--- src/rtl/funct_generator_pkg.sv ---
`default_nettype none
// ============================================================================
// Module   : funct_generator_pkg
// Purpose  : Shared defaults and types for the function-generator sample FIFO.
//            Provides the default geometry, pointer/count/sample typedefs and
//            the encoding of the per-cycle FIFO operation.
// Revision : 1.0 - initial release
// ============================================================================
package funct_generator_pkg;

  localparam int unsigned FIFO_DATA_WIDTH = 32;
  localparam int unsigned FIFO_DEPTH_LOG2 = 4;
  localparam int unsigned FIFO_AFULL_TH   = 12;

  typedef logic [FIFO_DEPTH_LOG2-1:0] ptr_t;
  typedef logic [FIFO_DEPTH_LOG2:0]   cnt_t;
  typedef logic [FIFO_DATA_WIDTH-1:0] sample_t;

  // Bit 1 = write accepted, bit 0 = read accepted.
  typedef enum logic [1:0] {
    OP_IDLE = 2'b00,
    OP_RD   = 2'b01,
    OP_WR   = 2'b10,
    OP_RW   = 2'b11
  } fifo_op_e;

endpackage : funct_generator_pkg
`default_nettype wire

--- src/rtl/funct_generator_fifo_mem.sv ---
`default_nettype none
// ============================================================================
// Module   : funct_generator_fifo_mem
// Purpose  : Simple dual-port sample RAM: one write port, one registered read
//            port. The array itself has no reset so it maps onto block or
//            distributed RAM; only the read output register is reset.
// Ports    : clk, rst      - clock / async active-high reset (read reg only)
//            i_we, i_waddr, i_wdata - write port
//            i_re, i_raddr - read request; o_rdata updates on the next edge
//            o_rdata       - registered read data, holds when i_re is low
// Revision : 1.0 - initial release
// ============================================================================
module funct_generator_fifo_mem
  import funct_generator_pkg::*;
#(
  parameter int unsigned DATA_WIDTH = FIFO_DATA_WIDTH,
  parameter int unsigned ADDR_WIDTH = FIFO_DEPTH_LOG2
) (
  input  logic                  clk,
  input  logic                  rst,
  input  logic                  i_we,
  input  logic [ADDR_WIDTH-1:0] i_waddr,
  input  logic [DATA_WIDTH-1:0] i_wdata,
  input  logic                  i_re,
  input  logic [ADDR_WIDTH-1:0] i_raddr,
  output logic [DATA_WIDTH-1:0] o_rdata
);

  localparam int unsigned c_ENTRIES = 1 << ADDR_WIDTH;

  logic [DATA_WIDTH-1:0] r_mem [0:c_ENTRIES-1];
  logic [DATA_WIDTH-1:0] r_rdata;

  always_ff @(posedge clk) begin
    if (i_we) begin
      r_mem[i_waddr] <= i_wdata;
    end
  end

  // Same-address read and write in one cycle (full FIFO, simultaneous
  // read/write) returns the old entry: the read samples before the write lands.
  always_ff @(posedge clk or posedge rst) begin
    if (rst) begin
      r_rdata <= '0;
    end else if (i_re) begin
      r_rdata <= r_mem[i_raddr];
    end
  end

  assign o_rdata = r_rdata;

endmodule : funct_generator_fifo_mem
`default_nettype wire

--- src/rtl/funct_generator_fifo.sv ---
`default_nettype none
// ============================================================================
// Module   : funct_generator_fifo
// Purpose  : Single-clock sample FIFO behind the function generator. Holds
//            samples for a slower consumer, with a 1-cycle registered read
//            port, occupancy count, almost-full threshold and sticky
//            overflow / underflow flags.
// Ports    : clk, rst       - clock / async active-high reset
//            wr_en_i, wr_data_i - write request and sample
//            rd_en_i        - read request
//            clr_flags_i    - clears sticky flags (set events win)
//            rd_data_o, rd_valid_o - read data and its one-cycle valid pulse
//            full_o, empty_o, almost_full_o, count_o - occupancy status
//            overflow_o, underflow_o - sticky error flags
// Revision : 1.0 - initial release
// ============================================================================
module funct_generator_fifo
  import funct_generator_pkg::*;
#(
  parameter int unsigned DATA_WIDTH = FIFO_DATA_WIDTH,
  parameter int unsigned DEPTH_LOG2 = FIFO_DEPTH_LOG2,
  parameter int unsigned AFULL_TH   = FIFO_AFULL_TH
) (
  input  logic                  clk,
  input  logic                  rst,
  input  logic                  wr_en_i,
  input  logic [DATA_WIDTH-1:0] wr_data_i,
  input  logic                  rd_en_i,
  input  logic                  clr_flags_i,
  output logic [DATA_WIDTH-1:0] rd_data_o,
  output logic                  rd_valid_o,
  output logic                  full_o,
  output logic                  empty_o,
  output logic                  almost_full_o,
  output logic [DEPTH_LOG2:0]   count_o,
  output logic                  overflow_o,
  output logic                  underflow_o
);

  localparam logic [DEPTH_LOG2-1:0] c_PTR_ONE  = (DEPTH_LOG2)'(1);
  localparam logic [DEPTH_LOG2:0]   c_CNT_ONE  = (DEPTH_LOG2+1)'(1);
  localparam logic [DEPTH_LOG2:0]   c_CNT_FULL = (DEPTH_LOG2+1)'(1 << DEPTH_LOG2);
  localparam logic [DEPTH_LOG2:0]   c_CNT_AF   = (DEPTH_LOG2+1)'(AFULL_TH);

  logic [DEPTH_LOG2-1:0] r_wr_ptr;
  logic [DEPTH_LOG2-1:0] r_rd_ptr;
  logic [DEPTH_LOG2:0]   r_count;
  logic                  r_rd_valid;
  logic                  r_overflow;
  logic                  r_underflow;

  logic                  w_full;
  logic                  w_empty;
  logic                  w_rd_accept;
  logic                  w_wr_accept;
  logic                  w_ovf_set;
  logic                  w_unf_set;
  fifo_op_e              w_op;

  assign w_full  = (r_count == c_CNT_FULL);
  assign w_empty = (r_count == '0);

  // A read frees the slot the write needs, so a full FIFO still accepts a
  // write in a read cycle. An empty FIFO never forwards write data to a read.
  assign w_rd_accept = rd_en_i && !w_empty;
  assign w_wr_accept = wr_en_i && (!w_full || w_rd_accept);
  assign w_ovf_set   = wr_en_i && !w_wr_accept;
  assign w_unf_set   = rd_en_i && w_empty;

  always_comb begin
    w_op = fifo_op_e'({w_wr_accept, w_rd_accept});
  end

  funct_generator_fifo_mem #(
    .DATA_WIDTH (DATA_WIDTH),
    .ADDR_WIDTH (DEPTH_LOG2)
  ) u_mem (
    .clk     (clk),
    .rst     (rst),
    .i_we    (w_wr_accept),
    .i_waddr (r_wr_ptr),
    .i_wdata (wr_data_i),
    .i_re    (w_rd_accept),
    .i_raddr (r_rd_ptr),
    .o_rdata (rd_data_o)
  );

  // Pointers wrap naturally at the power-of-two depth.
  always_ff @(posedge clk or posedge rst) begin
    if (rst) begin
      r_wr_ptr   <= '0;
      r_rd_ptr   <= '0;
      r_count    <= '0;
      r_rd_valid <= 1'b0;
    end else begin
      r_rd_valid <= w_rd_accept;
      if (w_wr_accept) begin
        r_wr_ptr <= r_wr_ptr + c_PTR_ONE;
      end
      if (w_rd_accept) begin
        r_rd_ptr <= r_rd_ptr + c_PTR_ONE;
      end
      case (w_op)
        OP_WR:   r_count <= r_count + c_CNT_ONE;
        OP_RD:   r_count <= r_count - c_CNT_ONE;
        default: r_count <= r_count;
      endcase
    end
  end

  // Sticky flags: a set event in the same cycle as a clear keeps the flag up.
  always_ff @(posedge clk or posedge rst) begin
    if (rst) begin
      r_overflow  <= 1'b0;
      r_underflow <= 1'b0;
    end else begin
      if (w_ovf_set) begin
        r_overflow <= 1'b1;
      end else if (clr_flags_i) begin
        r_overflow <= 1'b0;
      end
      if (w_unf_set) begin
        r_underflow <= 1'b1;
      end else if (clr_flags_i) begin
        r_underflow <= 1'b0;
      end
    end
  end

  assign rd_valid_o    = r_rd_valid;
  assign full_o        = w_full;
  assign empty_o       = w_empty;
  assign almost_full_o = (r_count >= c_CNT_AF);
  assign count_o       = r_count;
  assign overflow_o    = r_overflow;
  assign underflow_o   = r_underflow;

endmodule : funct_generator_fifo
`default_nettype wire

--- config.mk ---
export PLATFORM = sky130hd
export DESIGN_NAME = funct_generator_fifo
export DESIGN_NICKNAME = d
export VERILOG_FILES = /design/src/rtl/funct_generator_pkg.sv /design/src/rtl/funct_generator_fifo_mem.sv /design/src/rtl/funct_generator_fifo.sv
export SDC_FILE = /design/constraint.sdc
export NUM_CORES = 1
export LEC_CHECK = 0
export CORE_MARGIN = 2
export CORE_UTILIZATION = 45
export CTS_CLUSTER_DIAMETER = 100
export DETAILED_ROUTE_END_ITERATION = 8
export SETUP_SLACK_MARGIN = 0.5
export SLEW_MARGIN = 20
export SYNTH_ARGS = -nofsm -noshare
export SYNTH_HDL_FRONTEND = slang
export SYNTH_SLANG_ARGS = --single-unit
--- constraint.sdc ---
create_clock -name clk -period 5.1 [get_ports clk]
set_clock_uncertainty 0.15 [all_clocks]
set_input_delay 0.765 -clock clk [delete_from_list [all_inputs] [get_ports clk]]
set_output_delay 0.765 -clock clk [all_outputs]
set_load 0.01 [all_outputs]
==> metrics.txt <==
# TYPE chip_impl_metric gauge
chip_impl_metric{name="totalWireLength",unit="microns"} 43730
chip_impl_metric{name="synth.avg_cell_area",unit="sq um"} 22.40
chip_impl_metric{name="max_stage_delay_on_crit_path",unit="ps"} 830
chip_impl_metric{name="report.final.slew_viol_count",unit=""} 0
chip_impl_metric{name="gr-usage-all-layers",unit="%"} 17.92
chip_impl_metric{name="async_flop_share",unit="%"} 8.571
chip_impl_metric{name="place_worst_setup_slack",unit="ps"} 1412
chip_impl_metric{name="htree_depth",unit=""} 2
chip_impl_metric{name="drive_gt1_share",unit="%"} 22.34
chip_impl_metric{name="cellPowerDensity",unit="nW/um^2"} 540.8
chip_impl_metric{name="route.detailed.wl_per_inst",unit="microns"} 25.35
chip_impl_metric{name="n_fill_cell",unit=""} 3681
chip_impl_info{name="critical_path_class",value="flip-flop to flip-flop"} 1
chip_impl_metric{name="cap_viol_max_count",unit=""} 0
chip_impl_info{name="cp-start-kind",value="flip-flop"} 1
chip_impl_metric{name="placement_rows",unit=""} 80
chip_impl_metric{name="crit_path_max_fanout",unit=""} 21
chip_impl_info{name="post_synth_most_frequent_cells",value="sky130_fd_sc_hd__edfxtp_1 (512), sky130_fd_sc_hd__mux4_2 (109), sky130_fd_sc_hd__dfrtp_1 (48)"} 1
chip_impl_info{name="synth_ff_type",value="sky130_fd_sc_hd__edfxtp_1"} 1
chip_impl_metric{name="max_freq",unit="MHz"} 312.7
chip_impl_metric{name="die_height",unit="microns"} 222.8
chip_impl_metric{name="effective_utilization_at_floorplan",unit="%"} 45.32
chip_impl_metric{name="clk_pin_slew_worst_paths",unit="ps"} 60
chip_impl_info{name="clk_root_buffer_cell",value="sky130_fd_sc_hd__clkbuf_16"} 1
chip_impl_metric{name="grt_pass1_wl",unit="microns"} 65830
chip_impl_metric{name="place.detailed.hpwl",unit="microns"} 23750
chip_impl_metric{name="die-area",unit="sq um"} 49650
chip_impl_metric{name="crit_arrival",unit="ps"} 3460
chip_impl_metric{name="post-cts-setup-buffers",unit=""} 0
chip_impl_metric{name="grt.met1_usage",unit="%"} 25.48
chip_impl_metric{name="postSynthCellCount",unit=""} 962
chip_impl_metric{name="worst_ir_drop_vdd",unit="uV"} 298.4
chip_impl_metric{name="timing.slew.headroom",unit="%"} 28.02
chip_impl_info{name="path_cells",value="nor4_4, nand2_2, nand2_2, inv_2, nand2b_1, o221ai_1"} 1
chip_impl_metric{name="final.period_utilization",unit="%"} 62.71
chip_impl_metric{name="cts_hold_repair.buffers",unit=""} 0
chip_impl_metric{name="antenna_violating_nets_post_route",unit=""} 0
chip_impl_info{name="grt_setup_unrepaired",value="no"} 1
chip_impl_metric{name="die_width",unit="microns"} 222.8
chip_impl_info{name="worst_hold_class",value="flip-flop to flip-flop"} 1
chip_impl_info{name="endpoint_kind",value="flip-flop"} 1
chip_impl_metric{name="global_route.usage.met2",unit="%"} 29.14
chip_impl_metric{name="number_of_setup_violations_in_the_final_report",unit=""} 0
chip_impl_metric{name="yosys_warnings",unit=""} 0
chip_impl_metric{name="final.min_clock_period",unit="ps"} 3198
chip_impl_metric{name="synth-edff-count",unit=""} 512
chip_impl_metric{name="antenna_found_initial",unit=""} 0
chip_impl_info{name="most_used_cell_cp",value="sky130_fd_sc_hd__nand2_2"} 1
chip_impl_metric{name="gp_congestion",unit=""} 0.7396
chip_impl_metric{name="p_leak",unit="nW"} 7.990
chip_impl_metric{name="io_buffer_count",unit=""} 79
chip_impl_metric{name="grt_start_max_net_pins",unit=""} 56
chip_impl_info{name="yosys-top-cells-area",value="sky130_fd_sc_hd__edfxtp_1 (71%), sky130_fd_sc_hd__mux4_2 (11%), sky130_fd_sc_hd__dfrtp_1 (5.6%), sky130_fd_sc_hd__mux4_1 (2.3%), sky130_fd_sc_hd__mux2i_1 (1.7%)"} 1
chip_impl_metric{name="clkLatencyLatePin",unit="ps"} 590
chip_impl_metric{name="postSynthRegisterBits",unit=""} 560
chip_impl_metric{name="boundary_pins",unit=""} 80
chip_impl_info{name="crit_path_max_delay_cell_type",value="sky130_fd_sc_hd__nand2b_1"} 1
chip_impl_metric{name="ff2ff_setup_slack",unit="ps"} 1900
chip_impl_info{name="synth.most_common_cell",value="sky130_fd_sc_hd__edfxtp_1"} 1
chip_impl_metric{name="met3_usage",unit="%"} 3.412
chip_impl_metric{name="route.vias.total",unit=""} 9891
chip_impl_metric{name="cts_repair_resized_insts",unit=""} 0
chip_impl_metric{name="post-route-drc-count",unit=""} 0
chip_impl_metric{name="worst-endpoint-required",unit="ps"} 5360
chip_impl_metric{name="numCtsBuffers",unit=""} 56
chip_impl_metric{name="synth_largest_type_area_fraction",unit="%"} 71.35
chip_impl_metric{name="post-route-worst-setup-slack",unit="ps"} 1902
chip_impl_info{name="post-synth-top-area-cell",value="sky130_fd_sc_hd__edfxtp_1"} 1
chip_impl_metric{name="synth.cell_area",unit="sq um"} 21550
chip_impl_metric{name="synth_fp_nets",unit=""} 1008
chip_impl_metric{name="sinks_on_clock_net",unit=""} 560
chip_impl_metric{name="worst-slew-pin-transition",unit="ps"} 1080
chip_impl_info{name="critical_path.top_delay_family",value="simple AND/OR/NAND/NOR gates"} 1
chip_impl_metric{name="core-area",unit="sq um"} 47550
chip_impl_metric{name="timing.setup.tns",unit="ps"} 0
chip_impl_metric{name="antenna-diode-count",unit=""} 0
chip_impl_metric{name="clock_path_buffers",unit=""} 3
chip_impl_metric{name="syn2layout_area_growth",unit="%"} 14.74
chip_impl_metric{name="globalRoute.totalOverflow",unit=""} 0
chip_impl_metric{name="timing.final.hold_violations",unit=""} 0
chip_impl_metric{name="design_power_total",unit="mW"} 13.37
chip_impl_info{name="tritoncts_clock_tree",value="done"} 1
chip_impl_info{name="outcome",value="complete, no violations"} 1
chip_impl_metric{name="detailedRoute.firstIterationViolations",unit=""} 939
chip_impl_metric{name="yosysUniqueCellTypes",unit=""} 42
chip_impl_metric{name="layout.nets",unit=""} 1114
chip_impl_info{name="busiest_metal_layer_after_global_routing",value="met2"} 1
chip_impl_metric{name="grt_pass1_vias",unit=""} 10230
chip_impl_metric{name="vias_per_cell",unit=""} 5.734
chip_impl_metric{name="timing.critical_path.buf_inv",unit=""} 1
chip_impl_metric{name="detail_route.first_pass.iterations",unit=""} 6
chip_impl_metric{name="synth_seq_area_share",unit="%"} 76.92
registers in the layout, indices dropped and copies added (netlist names):
signal	count
underflow_o	1
u_mem.o_rdata	32
rd_valid_o	1
count_o	5
overflow_o	1
u_mem.r_mem	512
r_wr_ptr	4
r_rd_ptr	4
path summary, 6_finish.rpt:
check | startpoint | end | depth (start not counted)
hold / removal | u_mem.o_rdata[27] | u_mem.o_rdata[27] | 2
setup / recovery | count_o[0] | u_mem.o_rdata[20] | 6
setup reg to reg | count_o[0] | u_mem.o_rdata[20] | 6
max in group asynchronous | rst | r_rd_ptr[2] | 3
hold reg to reg | u_mem.o_rdata[27] | u_mem.o_rdata[27] | 2
min in group asynchronous | rst | u_mem.o_rdata[20] | 2
cells in the final DEF, fill, tap and decap left out, types with 4 or more instances in the layout:
cell type and instances:
sky130_fd_sc_hd__clkdlybuf4s50_1 79, sky130_fd_sc_hd__clkbuf_16 57, sky130_fd_sc_hd__clkinv_1 16, sky130_fd_sc_hd__nor4_2 4, sky130_fd_sc_hd__dfrtp_1 45, sky130_fd_sc_hd__o221ai_1 18, sky130_fd_sc_hd__nor2_4 4, sky130_fd_sc_hd__edfxtp_1 512
sky130_fd_sc_hd__mux2_2 16, sky130_fd_sc_hd__ha_1 8, sky130_fd_sc_hd__mux4_2 109, sky130_fd_sc_hd__mux2i_1 37, sky130_fd_sc_hd__xnor2_1 8, sky130_fd_sc_hd__o22ai_2 6, sky130_fd_sc_hd__a21oi_1 15, sky130_fd_sc_hd__clkbuf_1 15
sky130_fd_sc_hd__buf_4 16, sky130_fd_sc_hd__nand2_1 30, sky130_fd_sc_hd__mux4_1 19, sky130_fd_sc_hd__o22ai_1 24, sky130_fd_sc_hd__and2_2 5, sky130_fd_sc_hd__inv_1 15, sky130_fd_sc_hd__clkinv_2 5
cell families (layout without fill, tap and decap cells):
family	after synthesis	in the layout	synth area share [%]
AND/OR/NAND/NOR	63	63	1.515
XOR/XNOR	8	8	0.3252
buffers and inverters	67	215	1.876
adder cells (fa/ha/maj)	9	9	0.5574
AO/OA/AOI/OAI	74	74	2.537
multiplexers	181	181	16.26
flip-flops	560	560	76.92
routing by layer:
metal | wire [microns] | part of all wire, %
met5 | 0 | 0
met2 | 21480 | 49
met4 | 695 | 1.6
met3 | 2108 | 4.8
met1 | 19450 | 44
where the power goes:
part | leakage, nW | switching (mW) | total (mW) | internal (mW)
Combinational | 1.98 | 1.67 | 3.44 | 1.77
Clock | 0.819 | 1.64 | 3.84 | 2.20
Sequential | 5.19 | 0.468 | 6.09 | 5.62
Total | 7.99 | 3.78 | 13.4 | 9.59
metrics by stage:
step / hold WS (ps) / util (%) / area [sq um] / std cells
6_report: 352.9 / 52.00 / 24720 / 1725
5_1_grt: 388.0 / 52.00 / 24720 / 1725
4_1_cts: 360.0 / 51.99 / 24720 / 1725
3_5_place_dp: 346.2 / 48.43 / 23020 / 1625
3_3_place_gp: 332.4 / 48.38 / 23000 / 1624
2_1_floorplan: 374.1 / - / 21550 / 962
cell type report:
cell class	count	area [sq um]	area share [%]
Clock buffer	73	1496	6.053
Clock inverter	27	198.9	0.8047
Sequential cell	560	16590	67.09
Inverter	17	63.81	0.2581
Tap cell	615	769.5	3.112
Multi-Input combinational cell	335	4637	18.76
Timing Repair Buffer	98	970.9	3.927
tightest hold or removal path: stages, from the launching register on:
cell,delay [ps]
sky130_fd_sc_hd__dfrtp_1,350
sky130_fd_sc_hd__nand2_1,50
sky130_fd_sc_hd__o221ai_1,60
Note: power is estimated with default switching activity, not from simulation.
